==> src/rtl/cpu_pkg.sv <==
// Shared CPU-wide constants: default datapath widths and the load/store opcodes
// that the MEM stage decodes before handing stores to the write buffer.
package cpu_pkg;
    localparam int CPU_DATA_W = 32;
    localparam int CPU_ADDR_W = 32;
    localparam logic [5:0] OP_LW = 6'b100011;
    localparam logic [5:0] OP_SW = 6'b101011;
endpackage

==> src/rtl/store_buffer_if.sv <==
// Bundles the three store-buffer channels: store intake, load lookup and the DM write port.
interface store_buffer_if #(
    parameter int ADDR_W = 32,
    parameter int DATA_W = 32
);
    // A transfer happens on a rising edge where valid (st_valid / mem_wr_req) and
    // ready (st_ready / mem_wr_ack) are both high; the valid side holds addr/data
    // stable until then, and ready may depend combinationally on the offered addr.
    logic              st_valid;
    logic [ADDR_W-1:0] st_addr;
    logic [DATA_W-1:0] st_data;
    logic              st_ready;
    logic [ADDR_W-1:0] ld_addr;
    logic              ld_hit;
    logic [DATA_W-1:0] ld_data;
    logic              mem_wr_req;
    logic [ADDR_W-1:0] mem_wr_addr;
    logic [DATA_W-1:0] mem_wr_data;
    logic              mem_wr_ack;

    modport master (
        output st_valid, st_addr, st_data, ld_addr, mem_wr_ack,
        input  st_ready, ld_hit, ld_data, mem_wr_req, mem_wr_addr, mem_wr_data
    );

    modport slave (
        input  st_valid, st_addr, st_data, ld_addr, mem_wr_ack,
        output st_ready, ld_hit, ld_data, mem_wr_req, mem_wr_addr, mem_wr_data
    );
endinterface

==> src/rtl/store_buf_fwd.sv <==
// Load forwarding: finds the youngest valid buffered entry whose address matches
// the load address and returns its data (zero when nothing matches).
module store_buf_fwd
    import cpu_pkg::*;
#(
    parameter int DATA_W = CPU_DATA_W,
    parameter int ADDR_W = CPU_ADDR_W,
    parameter int DEPTH  = 4
) (
    input  logic                     valid_i [DEPTH],
    input  logic [ADDR_W-1:0]        addr_i  [DEPTH],
    input  logic [DATA_W-1:0]        data_i  [DEPTH],
    input  logic [$clog2(DEPTH)-1:0] tail_i,
    input  logic [ADDR_W-1:0]        ld_addr_i,
    output logic                     ld_hit_o,
    output logic [DATA_W-1:0]        ld_data_o
);
    localparam int PW = $clog2(DEPTH);

    logic [PW-1:0] idx;

    // Scan backwards from the newest slot so the first match is the youngest one.
    always_comb begin
        ld_hit_o  = 1'b0;
        ld_data_o = '0;
        idx       = '0;
        for (int i = 0; i < DEPTH; i++) begin
            idx = tail_i - PW'(i + 1);
            if (!ld_hit_o && valid_i[idx] && (addr_i[idx] == ld_addr_i)) begin
                ld_hit_o  = 1'b1;
                ld_data_o = data_i[idx];
            end
        end
    end
endmodule

==> src/rtl/store_buffer.sv <==
// Write buffer between MEM stage and data memory: circular entry queue drained
// in order through req/ack, with optional tail coalescing and load forwarding.
module store_buffer
    import cpu_pkg::*;
#(
    parameter int DATA_W   = CPU_DATA_W,
    parameter int ADDR_W   = CPU_ADDR_W,
    parameter int DEPTH    = 4,
    parameter int COALESCE = 1
) (
    input  logic                   clock,
    input  logic                   reset,
    store_buffer_if.slave          bus,
    output logic [$clog2(DEPTH):0] count,
    output logic                   empty,
    output logic                   full
);
    localparam int PW = $clog2(DEPTH);
    localparam int CW = PW + 1;

    logic [PW-1:0]     head_q, head_d, tail_q, tail_d, tail_last;
    logic [CW-1:0]     count_q, count_d;
    logic              valid_q [DEPTH];
    logic              valid_d [DEPTH];
    logic [ADDR_W-1:0] addr_q  [DEPTH];
    logic [ADDR_W-1:0] addr_d  [DEPTH];
    logic [DATA_W-1:0] data_q  [DEPTH];
    logic [DATA_W-1:0] data_d  [DEPTH];
    logic              coal_hit, accept, alloc, retire;

    always_comb begin
        tail_last = tail_q - PW'(1);
        empty     = (count_q == '0);
        full      = (count_q == CW'(DEPTH));
        // With two or more entries the tail is never the in-flight head, so it is safe to rewrite.
        coal_hit  = (COALESCE != 0) && (count_q >= CW'(2)) && (addr_q[tail_last] == bus.st_addr);
        bus.st_ready = !full || coal_hit;
        accept    = bus.st_valid && bus.st_ready;
        alloc     = accept && !coal_hit;
        bus.mem_wr_req  = !empty;
        bus.mem_wr_addr = empty ? '0 : addr_q[head_q];
        bus.mem_wr_data = empty ? '0 : data_q[head_q];
        retire    = !empty && bus.mem_wr_ack;

        head_d  = head_q;
        tail_d  = tail_q;
        valid_d = valid_q;
        addr_d  = addr_q;
        data_d  = data_q;

        if (accept && coal_hit) begin
            data_d[tail_last] = bus.st_data;
        end
        if (alloc) begin
            valid_d[tail_q] = 1'b1;
            addr_d[tail_q]  = bus.st_addr;
            data_d[tail_q]  = bus.st_data;
            tail_d          = tail_q + PW'(1);
        end
        // alloc and retire together imply 0 < count < DEPTH, so head and tail slots differ.
        if (retire) begin
            valid_d[head_q] = 1'b0;
            head_d          = head_q + PW'(1);
        end
        count_d = count_q + {{PW{1'b0}}, alloc} - {{PW{1'b0}}, retire};
    end

    always_ff @(posedge clock or posedge reset) begin
        if (reset) begin
            head_q  <= '0;
            tail_q  <= '0;
            count_q <= '0;
            for (int i = 0; i < DEPTH; i++) begin
                valid_q[i] <= 1'b0;
                addr_q[i]  <= '0;
                data_q[i]  <= '0;
            end
        end else begin
            head_q  <= head_d;
            tail_q  <= tail_d;
            count_q <= count_d;
            valid_q <= valid_d;
            addr_q  <= addr_d;
            data_q  <= data_d;
        end
    end

    assign count = count_q;

    store_buf_fwd #(
        .DATA_W(DATA_W),
        .ADDR_W(ADDR_W),
        .DEPTH (DEPTH)
    ) u_fwd (
        .valid_i  (valid_q),
        .addr_i   (addr_q),
        .data_i   (data_q),
        .tail_i   (tail_q),
        .ld_addr_i(bus.ld_addr),
        .ld_hit_o (bus.ld_hit),
        .ld_data_o(bus.ld_data)
    );
endmodule
==> src/flat_wrapper.sv <==
// flat-port wrapper written by rule: the top's interface ports become plain ports
module store_buffer_flat import cpu_pkg::*;
#(
    parameter int DATA_W   = CPU_DATA_W,
    parameter int ADDR_W   = CPU_ADDR_W,
    parameter int DEPTH    = 4,
    parameter int COALESCE = 1
)
  (clock, reset, count, empty, full, bus_st_valid, bus_st_addr, bus_st_data, bus_ld_addr, bus_mem_wr_ack, bus_st_ready, bus_ld_hit, bus_ld_data, bus_mem_wr_req, bus_mem_wr_addr, bus_mem_wr_data);
  store_buffer_if #(.ADDR_W(ADDR_W), .DATA_W(DATA_W)) bus_i ();
  input  logic clock;
  input  logic reset;
  output logic [$clog2(DEPTH):0] count;
  output logic empty;
  output logic full;
  input wire logic [$bits(bus_i.st_valid)-1:0] bus_st_valid;
  input wire logic [$bits(bus_i.st_addr)-1:0] bus_st_addr;
  input wire logic [$bits(bus_i.st_data)-1:0] bus_st_data;
  input wire logic [$bits(bus_i.ld_addr)-1:0] bus_ld_addr;
  input wire logic [$bits(bus_i.mem_wr_ack)-1:0] bus_mem_wr_ack;
  output wire logic [$bits(bus_i.st_ready)-1:0] bus_st_ready;
  output wire logic [$bits(bus_i.ld_hit)-1:0] bus_ld_hit;
  output wire logic [$bits(bus_i.ld_data)-1:0] bus_ld_data;
  output wire logic [$bits(bus_i.mem_wr_req)-1:0] bus_mem_wr_req;
  output wire logic [$bits(bus_i.mem_wr_addr)-1:0] bus_mem_wr_addr;
  output wire logic [$bits(bus_i.mem_wr_data)-1:0] bus_mem_wr_data;
  assign bus_i.st_valid = bus_st_valid;
  assign bus_i.st_addr = bus_st_addr;
  assign bus_i.st_data = bus_st_data;
  assign bus_i.ld_addr = bus_ld_addr;
  assign bus_i.mem_wr_ack = bus_mem_wr_ack;
  assign bus_st_ready = bus_i.st_ready;
  assign bus_ld_hit = bus_i.ld_hit;
  assign bus_ld_data = bus_i.ld_data;
  assign bus_mem_wr_req = bus_i.mem_wr_req;
  assign bus_mem_wr_addr = bus_i.mem_wr_addr;
  assign bus_mem_wr_data = bus_i.mem_wr_data;
  store_buffer #(.DATA_W(DATA_W), .ADDR_W(ADDR_W), .DEPTH(DEPTH), .COALESCE(COALESCE)) u_core (.clock(clock), .reset(reset), .bus(bus_i), .count(count), .empty(empty), .full(full));
endmodule
==> config.mk <==
export PLATFORM = sky130hd
export DESIGN_NAME = store_buffer_flat
export DESIGN_NICKNAME = d
export VERILOG_FILES = /design/src/rtl/cpu_pkg.sv /design/src/rtl/store_buffer_if.sv /design/src/rtl/store_buf_fwd.sv /design/src/rtl/store_buffer.sv /design/src/flat_wrapper.sv
export SDC_FILE = /design/constraint.sdc
export NUM_CORES = 1
export LEC_CHECK = 0
export CAP_MARGIN = 20
export CORE_MARGIN = 5
export CORE_UTILIZATION = 50
export DETAILED_ROUTE_END_ITERATION = 10
export PLACE_DENSITY = 0.71
export SYNTH_ARGS = -nofsm -noshare
export SYNTH_HDL_FRONTEND = slang
export SYNTH_SLANG_ARGS = --single-unit
==> constraint.sdc <==
create_clock -name clock -period 26.2 [get_ports clock]
set_clock_uncertainty 0.05 [all_clocks]
set_input_delay 6.55 -clock clock [delete_from_list [all_inputs] [get_ports clock]]
set_output_delay 6.55 -clock clock [all_outputs]
set_load 0.05 [all_outputs]
## Yosys cells after proc, flatten, opt, wreduce, memory -nomap -nowiden

Cells that the tools add are included.

- $add $sub $neg: 7
- Multipliers: 0
- Divide/modulo/power cells: 0
- Magnitude comparators: 9
- Eq/ne operators: 6
- Shift-type cells: 0
- Muxes and demuxes: 67
- Bitwise logic cells: 8
- Reductions and logical operators: 23

Operator list:

| operator | number |
|---|---|
| $mux W32 | 28 |
| $bmux W32 S2 | 10 |
| $bwmux W128 | 3 |
| $mux W128 | 2 |
| $eq A32 B32 Y1 | 5 |
| $demux W32 S2 | 2 |
| $ge A3 B3 Y1 const B | 5 |
| $logic_and A1 B1 Y1 | 15 |
| $not A2 Y3 | 5 |
| $mux W1 | 14 |
| $lt A3 B1 Y1 const B | 3 |
| $bmux W1 S2 | 4 |
| $mux W4 | 2 |
| $logic_not A1 Y1 | 6 |
| $add A2 B1 Y2 const B | 2 |
| $and A4 B4 Y4 | 1 |
| $demux W1 S2 | 2 |
| $not A4 Y4 | 1 |
| $or A4 B4 Y4 | 1 |
| $sub A2 B2 Y2 const B | 2 |
| $add A3 B1 Y3 | 1 |
| $eq A3 B3 Y1 const B | 1 |
| $ge A3 B2 Y1 const B | 1 |
| $logic_not A3 Y1 | 1 |
| other kinds (3) | 3 |

- Register bits: 267
- Bits in latches: 0
- Memory bits (writable): 0
- ROM bits: 0
- Input bits: 100
- Output and inout port bits: 104
- Memories kept: 0

## Depth between registers and ports, before layout

Gate-level depths: netlist (run 1).

- Word-level depth: 20
- Depth in mapped cells: 22

## Modules after synthesis

Synthesis (run 1) repeated with hierarchy kept, for this count alone.

- Cell total of the unflattened synthesis: 1968
- Area, all modules: 22087.4 sq um

By module, submodules not included:

| module | instances | cells an instance | area an instance (sq um) |
|---|---|---|---|
| store_buffer | 1 | 885 | 13506.7 |
| store_buf_fwd | 1 | 1083 | 8580.7 |

## Least setup slack after synthesis (run 1)

Ideal clock, no wire load.

- Kind: in2out
- Start: input bus_ld_addr[27]
- End: output bus_ld_data[10]
- Arrival time: 9427 ps
- Required time: 19600 ps
- Setup slack: 10173 ps
- Cell stages on the path: 11
- Buffers on the path: 4
- Path through: buf_1 -> xnor2_1 -> nand4_1 -> or3_1 -> or4_1 -> buf_2 -> or4_4 -> and4b_1 -> buf_6 -> buf_12 -> mux2_4

- Cells in the longest elaborated chain, start to end: 15

Ends and longest elaborated chain:

| element | line | source |
|---|---|---|
| start: declaration | flat_wrapper.sv:19 | `input wire logic [$bits(bus_i.ld_addr)-1:0] bus_ld_addr;` |
| $eq A32 B32 Y1 | store_buf_fwd.sv:29 | `if (!ld_hit_o && valid_i[idx] && (addr_i[idx] == ld_addr_i)) begin` |
| $logic_and A1 B1 Y1 | store_buf_fwd.sv:29 |  |
| $mux W1 | store_buf_fwd.sv:29 |  |
| $logic_not A1 Y1 | store_buf_fwd.sv:29 |  |
| $logic_and A1 B1 Y1 (2 in series) | store_buf_fwd.sv:29 |  |
| $mux W1 | store_buf_fwd.sv:29 |  |
| $logic_not A1 Y1 | store_buf_fwd.sv:29 |  |
| $logic_and A1 B1 Y1 (2 in series) | store_buf_fwd.sv:29 |  |
| $mux W1 | store_buf_fwd.sv:29 |  |
| $logic_not A1 Y1 | store_buf_fwd.sv:29 |  |
| $logic_and A1 B1 Y1 (2 in series) | store_buf_fwd.sv:29 |  |
| $mux W32 * | store_buf_fwd.sv:29 |  |
| end: declaration | flat_wrapper.sv:23 | `output wire logic [$bits(bus_i.ld_data)-1:0] bus_ld_data;` |

Every way passes the cells marked *; elsewhere a longest branch is shown, timed or not.

## Final worst setup path (run 1)

- Start: input bus_ld_addr[13]
- End: output bus_ld_data[5]

The elaborated chain is that of the path after synthesis.

==> metrics.txt, run 1 <==
Reg clk slew, reported paths=0.05 ns; Worst-Margin Slew=1.03 ns; # DRC=0; number of max-cap violations=0; Worst EP required=19.60 ns; Global Route Usage Sum=0.292; ys async rst share=1.00; 1st-iter DRT viols=1,934; Rel. slew slack=0.316; Synth Area in Adders=0.00858; syn nets=1,870; Routed Antenna Nets=0; Tmin final=17.98 ns; Peak Freq=55.6 MHz; Setup Buffers After CTS=0; simple-gate share of the synthesized area=0.0677; vias in the first global route=17,300; GR Util met2=0.458; HP Class=reg2reg; flops & latches, synth=267; Ys Warns=0; Setup crit start kind=input pin; worst hold slack=0.530 ns; post-cts hold buffer count=0; drt total wl=73,200 µm; Synth Area in Compound Gates=0.0578; DR vias/cell=7.04; critical path type=in2out; cell area after synthesis=22,700 µm²; initial core utilization=0.503; Hold Vio Cnt, Final=0; Post-Synth XOR/XNOR Area=0.0528; H-tree Lvls=2; IO Pins=204; status=finished clean; Post-Route Setup TNS=0 ns; hpwl dp=49,500 µm; largest family of logic cells by synthesized area=multiplexers; Skew-Pair Late Insertion Delay=0.56 ns; Primary FF master, synth=dfrtp_1; chip height=223 µm; Core Rows=78; final net count=1,959; CTS max path bufs=3; Max Slew Vio Count=0; met3 Use GR=0.0568; Die X-Extent=223 µm; # setup viols final=0; core footprint=45,200 µm²; FILL cells=3,648; Core Util, Final=0.577; die area=49,800 µm²; cts repair resizes=0; first-pass GRT wire length=112,000 µm; initial antenna violation count=8; router iterations before antenna repair=5; GR peak layer=met2; I/O Buffers=203; total CTS buffers=35; CTS Root Cell=clkbuf_16; Final GP Congestion=1.05; Tcrit/Tclk final=0.686; final instance area=26,100 µm²; largest net degree at the start of global routing=137; sequential area share after synthesis=0.294; GRT overflow=0; met1 global-route usage=0.410; share of cells above drive strength 1=0.254; Mapped Cells=1,755; CP max FO=33; Area after DPL=24,900 µm²; top post-synthesis cells by area=dfrtp_1, mux4_2, mux2_1; unrepaired setup endpoints after global routing=no; crit path capture type=output port; Post-synth EDFFs=0; Syn Area/Cell=13.0 µm²; area delta synth->final=14.7%; Vias=17,400; CTS tree=built; multiplexer area fraction after synthesis=0.473; Worst Path Arrival=11.38 ns; share of the synthesized area in the top cell type=0.294; WL per Instance=29.6 µm; clock sinks=267; cell taking the most area after synthesis=dfrtp_1; Yosys cell types=64
==> sequential cells by signal, summed over array words and instances (netlist names) <==
signal and cells:
u_core.addr_q 128, u_core.head_q 2, u_core.count 3, u_core.valid_q 4, u_core.tail_q 2, u_core.data_q 128
==> stage by stage <==
stage | instances | setup WS [ns]
global placement | 2406 | 8.39
detailed placement | 2406 | 8.36
finish | 2472 | 8.22
global route | 2470 | 8.13
floorplan | 1755 | 10.17
CTS | 2465 | 8.34
==> final cells by class <==
type,count,area [µm²],share of cell area
sequential,267,6700,0.257
multi-input combinational,1279,15100,0.577
inverter,25,101,0.00388
clock inverter,13,174,0.00667
tap,600,751,0.0288
antenna,6,15.0,0.000576
clock buffer,46,987,0.0378
timing repair buffer,236,2300,0.0882
==> worst paths after layout <==
| check | start | slack [ns] | cells past startpoint | end |
|---|---|---|---|---|
| max in group asynchronous | reset | 18.04 | 3 | u_core.tail_q[1] |
| worst min-delay path | u_core.data_q[123] | 0.53 | 1 | u_core.data_q[123] |
| min in group asynchronous | reset | 6.50 | 2 | u_core.count[1] |
| worst min register to register | u_core.data_q[123] | 0.53 | 1 | u_core.data_q[123] |
| worst max-delay path | bus_ld_addr[13] | 8.22 | 12 | bus_ld_data[5] |
| worst max register to register | u_core.tail_q[0] | 18.41 | 14 | u_core.data_q[103] |
==> metal layers <==
metal  share of wire  routed length, µm
met2            0.47              34800
met1            0.40              29300
met5         0.00056                 41
met4           0.039               2830
met3           0.086               6290
==> cell usage after synthesis, types with 32 or more instances <==
master	count
nor2b_1	71
nand2_1	53
buf_2	49
dfrtp_1	267
xnor2_1	107
mux2_2	56
nor2_1	61
mux2i_1	88
clkbuf_1	71
a2111o_1	33
mux2_1	208
mux4_2	282
nand4_1	57
a31oi_1	32
==> placed cells by master, fill, tap and decap left out, types with 4 or more instances in the layout <==
cell	instances
nand2b_1	5
xor2_1	30
nand3_1	6
o22ai_1	12
a31oi_1	32
mux4_1	4
o32ai_1	4
a21o_1	4
a21oi_1	16
buf_4	32
nand2_1	53
nand4_1	57
nor3_1	6
clkbuf_8	7
mux2_4	30
a2111o_1	33
diode_2	6
nor4_1	12
mux2_2	56
nor2b_1	71
clkbuf_16	35
a221oi_1	7
o2111ai_1	4
dfrtp_4	4
o21ai_0	15
xnor2_1	107
dfrtp_1	263
o211ai_1	9
ha_1	13
mux2i_1	88
o221ai_1	6
mux4_2	282
inv_1	23
clkdlybuf4s50_1	203
nor2_1	59
clkbuf_1	4
mux2_1	208
==> worst max-delay path: stages <==
cell and delay (ns):
clkdlybuf4s50_1 0.66, a221oi_1 0.49, o211ai_1 0.14, nor4_2 0.26, buf_4 0.46, and2_1 0.51, buf_4 0.38, nand2_1 0.13
and4b_2 0.26, buf_4 0.29, mux2_4 0.39, clkdlybuf4s50_1 0.72
==> logic make-up after synthesis <==
family          after synthesis
mux                         668
simple gates                290
flops                       267
buf+inv                     209
compound gates              169
xor+xnor                    137
fa+ha+maj                    15
Power of run 1 is left out: the tool's default activity adds up to more than one toggle a clock period on the data nets, which glitch-free logic cannot reach.
==> run 2: changes to the inputs <==
- PLACE_DENSITY: 0.71 -> 0.74
- clock period: 26.2 -> 14.8 ns (I/O delays scaled with it)
==> run 2 against run 1 <==
Design area stayed put; critical path depth down 1; die area unchanged; register-to-register slack lost 10 ns; non-clock buffer count shrank 2; critical path type unchanged.
==> metrics.txt, run 2 (synthesis gave the netlist of run 1 again) <==
Tmin final=12.39 ns; DR vias/cell=6.98 (-0.83%); status=finished clean; Peak Freq=80.7 MHz; CTS tree=built; CTS Root Cell=clkbuf_16; most frequent cells in the layout=mux4_2, dfrtp_1, mux2_1; Largest regs=u_core.addr_q: 128 flops, u_core.data_q: 128 flops, u_core.valid_q: 4 flops; 1st-iter DRT viols=2,010 (+3.9%); core footprint=45,200 µm² (unchanged); H-tree Lvls=2 (unchanged); Die X-Extent=223 µm (unchanged); GRT overflow=0 (unchanged); # setup viols final=0 (unchanged); initial antenna violation count=9 (+1); Final GP Congestion=0.987 (-5.9%); chip height=223 µm (unchanged); Post-Route Setup TNS=0 ns (unchanged); Rel. slew slack=0.301 (-0.0154); total CTS buffers=35 (unchanged); Global Route Usage Sum=0.283 (-0.00868); drt total wl=72,100 µm (-1.5%); final net count=1,957 (-0.10%); router iterations before antenna repair=5 (unchanged); Reg-to-Reg Start=u_core.tail_q[1]; Routed Antenna Nets=0 (unchanged); Vias=17,300 (-0.83%); FILL cells=3,634 (-0.38%); clock sinks=267 (unchanged); post-cts hold buffer count=0 (unchanged); Reg-to-Reg End=u_core.data_q[8]; Skew-Pair Late Insertion Delay=0.58 ns (+0.02 ns); Reg2Reg Depth=13 (-1); Setup Buffers After CTS=0 (unchanged); CP max FO=33 (unchanged); worst hold stages=1 (unchanged); die area=49,800 µm² (unchanged); I/O Buffers=203 (unchanged); Worst Hold End=u_core.data_q[112]; Tcrit/Tclk final=0.837; WL per Instance=29.2 µm (-1.5%); R2R setup slack=8.40 ns (-10.01 ns); Core Util, Final=0.577 (unchanged); Hold Startpoint=u_core.data_q[112]; Worst Path Arrival=8.64 ns (-2.74 ns); HP Class=reg2reg; CTS max path bufs=3 (unchanged); vias in the first global route=17,200 (-0.54%); IO Pins=204 (unchanged); unrepaired setup endpoints after global routing=no; Worst-Margin Slew=1.05 ns (+0.0219 ns); crit path capture type=output port; Placed Cells=2,404 (-0.083%); Setup crit start kind=input pin; share of cells above drive strength 1=0.252 (-0.00228); non-filler instance count after layout=2,472 (unchanged); most common cell after layout, fill and taps aside=mux4_2; Hold Vio Cnt, Final=0 (unchanged); Reg clk slew, reported paths=0.05 ns (about the same); largest net degree at the start of global routing=154 (+12%); critical path type=in2out; Max Slew Vio Count=0 (unchanged); number of max-cap violations=0 (unchanged); worst hold slack=0.529 ns (-0.000753 ns); area delta synth->final=14.7% (unchanged); hpwl dp=47,500 µm (-4.1%); # DRC=0 (unchanged); cts repair resizes=0 (unchanged); Core Rows=78 (unchanged); initial core utilization=0.503 (unchanged); first-pass GRT wire length=109,000 µm (-2.7%); Worst EP required=11.05 ns (-8.55 ns)
==> run 2: how the worst max path moves through the flow <==
stage / start / endpoint
after floorplan: reset / u_core.addr_q[0]
after global placement: bus_ld_addr[13] / bus_ld_data[0]
after detailed placement: bus_ld_addr[13] / bus_ld_data[14]
after CTS: bus_ld_addr[13] / bus_ld_data[14]
after global routing: bus_ld_addr[13] / bus_ld_data[20]
final: bus_ld_addr[13] / bus_ld_data[4]
==> run 2: final cells by class <==
class,instances,area [µm²],area share
multi-input cells,1279,15100,0.577
repair buffers,234,2310,0.0885
diodes,5,12.5,0.000480
clock buffers,52,1010,0.0387
inverters,25,101,0.00388
well taps,600,751,0.0288
clock inverters,10,143,0.00547
flip-flops and latches,267,6700,0.257
==> run 2: through the flow <==
| step | setup WS (ns) | cell area [µm²] |
|---|---|---|
| after global routing | 2.29 | 26100 |
| after floorplan | 3.70 | 22700 |
| after detailed placement | 2.53 | 24900 |
| final | 2.41 | 26100 |
| after global placement | 2.52 | 24900 |
| after CTS | 2.50 | 26000 |
==> run 2: layer usage <==
metal,routed length [µm],vias to the layer above,GRT usage,part of all wire
met5,59,-,0,0.00082
met4,2890,8,0.114,0.040
met3,6610,154,0.0625,0.092
met2,34100,918,0.438,0.47
met1,28400,9071,0.393,0.39
li1,-,7110,-,-
==> run 2: worst max-delay path: stages <==
cell and delay (ns):
clkdlybuf4s50_1 0.76, a221oi_1 0.55, o211ai_1 0.15, nor4_2 0.27
buf_4 0.47, and2_2 0.80, nand2_1 0.15, and4b_2 0.25
buf_4 0.30, mux2_4 0.39, clkdlybuf4s50_1 0.72
Power of run 2 is left out for the same reason.
==> run 3: changes to the inputs <==
- clock period: 14.8 -> 10 ns (I/O delays scaled with it)
==> run 3 against run 2 <==
Largest cell class unchanged; critical path type is now reg2out; critical path depth increased by 2; via count increased by 0.61%; first-iteration DRC count increased by 6.8%; cell count unchanged; design area about the same; count of clock-buffer cells in the layout decreased by 7; die area unchanged; register-to-register slack got worse by 4.9 ns; critical endpoint is now bus_ld_data[0].
==> metrics.txt, run 3 (synthesis gave the netlist of run 1 again) <==
Core Util, Final=0.577 (about the same); Core Rows=78 (unchanged); 1st-iter DRT viols=2,147 (+6.8%); CTS tree=built; drt total wl=72,600 µm (+0.76%); R2R setup slack=3.46 ns (-4.94 ns); Reg clk slew, reported paths=0.06 ns (about the same); FF/Latch Area=6700 µm² (unchanged); # DRC=0 (unchanged); final net count=1,959 (+0.10%); router iterations before antenna repair=6 (+1); Worst EP required=7.45 ns (-3.60 ns); Vias=17,400 (+0.61%); hpwl dp=48,300 µm (+1.6%); Post-Route Setup TNS=0 ns (unchanged); Setup Buffers After CTS=0 (unchanged); H-tree Lvls=2 (unchanged); Hold Vio Cnt, Final=0 (unchanged); IO Pins=204 (unchanged); Largest regs=u_core.addr_q: 128 flops, u_core.data_q: 128 flops, u_core.valid_q: 4 flops; # setup viols final=0 (unchanged); area delta synth->final=14.7% (about the same); cts repair resizes=0 (unchanged); unrepaired setup endpoints after global routing=no; Tmin final=9.37 ns; Reg-to-Reg Start=u_core.tail_q[1]; Global Route Usage Sum=0.288 (+0.00437); DR vias/cell=7.03 (+0.61%); Worst-Margin Slew=1.04 ns (-0.0107 ns); Hold Startpoint=u_core.addr_q[36]; first-pass GRT wire length=112,000 µm (+2.0%); largest net degree at the start of global routing=185 (+20%); CP max FO=61 (+85%); CTS Root Cell=clkbuf_16; Worst Path Arrival=6.82 ns (-1.82 ns); critical path type=reg2out; initial core utilization=0.503 (unchanged); worst hold stages=1 (unchanged); initial antenna violation count=6 (-3); share of cells above drive strength 1=0.272 (+0.0199); HP Class=reg2reg; Routed Antenna Nets=0 (unchanged); post-cts hold buffer count=0 (unchanged); Reg2Reg Depth=13 (unchanged); crit path capture type=output port; die area=49,800 µm² (unchanged); GRT overflow=0 (unchanged); FILL cells=3,611 (-0.63%); Reg-to-Reg End=u_core.data_q[69]; vias in the first global route=17,100 (-0.63%); Skew-Pair Late Insertion Delay=0.57 ns (about the same); Setup crit start kind=register; Die X-Extent=223 µm (unchanged); status=finished clean; Peak Freq=107 MHz; Worst Hold End=u_core.addr_q[36]; most common cell after layout, fill and taps aside=mux4_2; chip height=223 µm (unchanged); Tcrit/Tclk final=0.937; Final GP Congestion=1.01 (+1.9%); Max Slew Vio Count=0 (unchanged); Rel. slew slack=0.309 (+0.00785); Multi-input gate area=15,100 µm² (about the same); CTS max path bufs=3 (unchanged); WL per Instance=29.4 µm (+0.76%); number of max-cap violations=0 (unchanged); core footprint=45,200 µm² (unchanged); I/O Buffers=203 (unchanged); most frequent cells in the layout=mux4_2, dfrtp_1, mux2_1; clock sinks=267 (unchanged); total CTS buffers=34 (-2.9%)
run 3: changes by cell type in the layout (fill, tap and decap cells not counted), moves of 2 or more:
cell             change
buf_12               +6
clkbuf_8             -2
clkdlybuf4s50_1     -32
buf_4               +30
diode_2              -3
clkbuf_1             -4
clkinv_2             +4
run 3: worst max-delay path, cell delays in order, from the launching register on:
cell and delay [ns]:
dfrtp_4 1.02, inv_1 0.36, ha_4 0.86, buf_4 0.40, mux4_2 0.59, xnor2_1 0.33
nand4_1 0.20, nor4_1 0.51, nand4_1 0.23, buf_4 0.30, and4b_2 0.48, buf_4 0.36
mux2_1 0.36, buf_4 0.19
run 3: how the worst max path moves through the flow:
stage	from	end	slack, ns
after detailed placement	bus_ld_addr[8]	bus_ld_data[0]	0.96
after global routing	u_core.tail_q[1]	bus_ld_data[0]	0.44
after floorplan	reset	u_core.addr_q[0]	0.1
final	u_core.tail_q[1]	bus_ld_data[0]	0.63
after global placement	bus_ld_addr[13]	bus_ld_data[0]	1.02
after CTS	u_core.tail_q[1]	bus_ld_data[0]	0.70
run 3: final cells by class:
type,count,area share
Multi-Input combinational cell,1279,0.578
Sequential cell,267,0.257
Timing Repair Buffer,237,0.0885
Clock buffer,45,0.0361
Tap cell,600,0.0288
Clock inverter,17,0.00816
Inverter,25,0.00389
Antenna cell,2,0.000192
run 3: per-stage QoR:
stage          cell area, µm²  worst slack, ns  hold WS [ns]  std cells
2_1_floorplan           22700           0.0964         0.469       1755
3_3_place_gp            24900             1.02         0.491       2408
3_5_place_dp            24900            0.958         0.515       2408
4_1_cts                 26100            0.700         0.528       2470
5_1_grt                 26100            0.436         0.552       2472
6_report                26100            0.629         0.526       2472
run 3: per-layer routing:
layer,global-route usage,share of wire
met1,0.401,0.39
met2,0.451,0.48
met3,0.0614,0.095
met4,0.101,0.036
met5,0,0.00066
Power of run 3 is left out for the same reason.
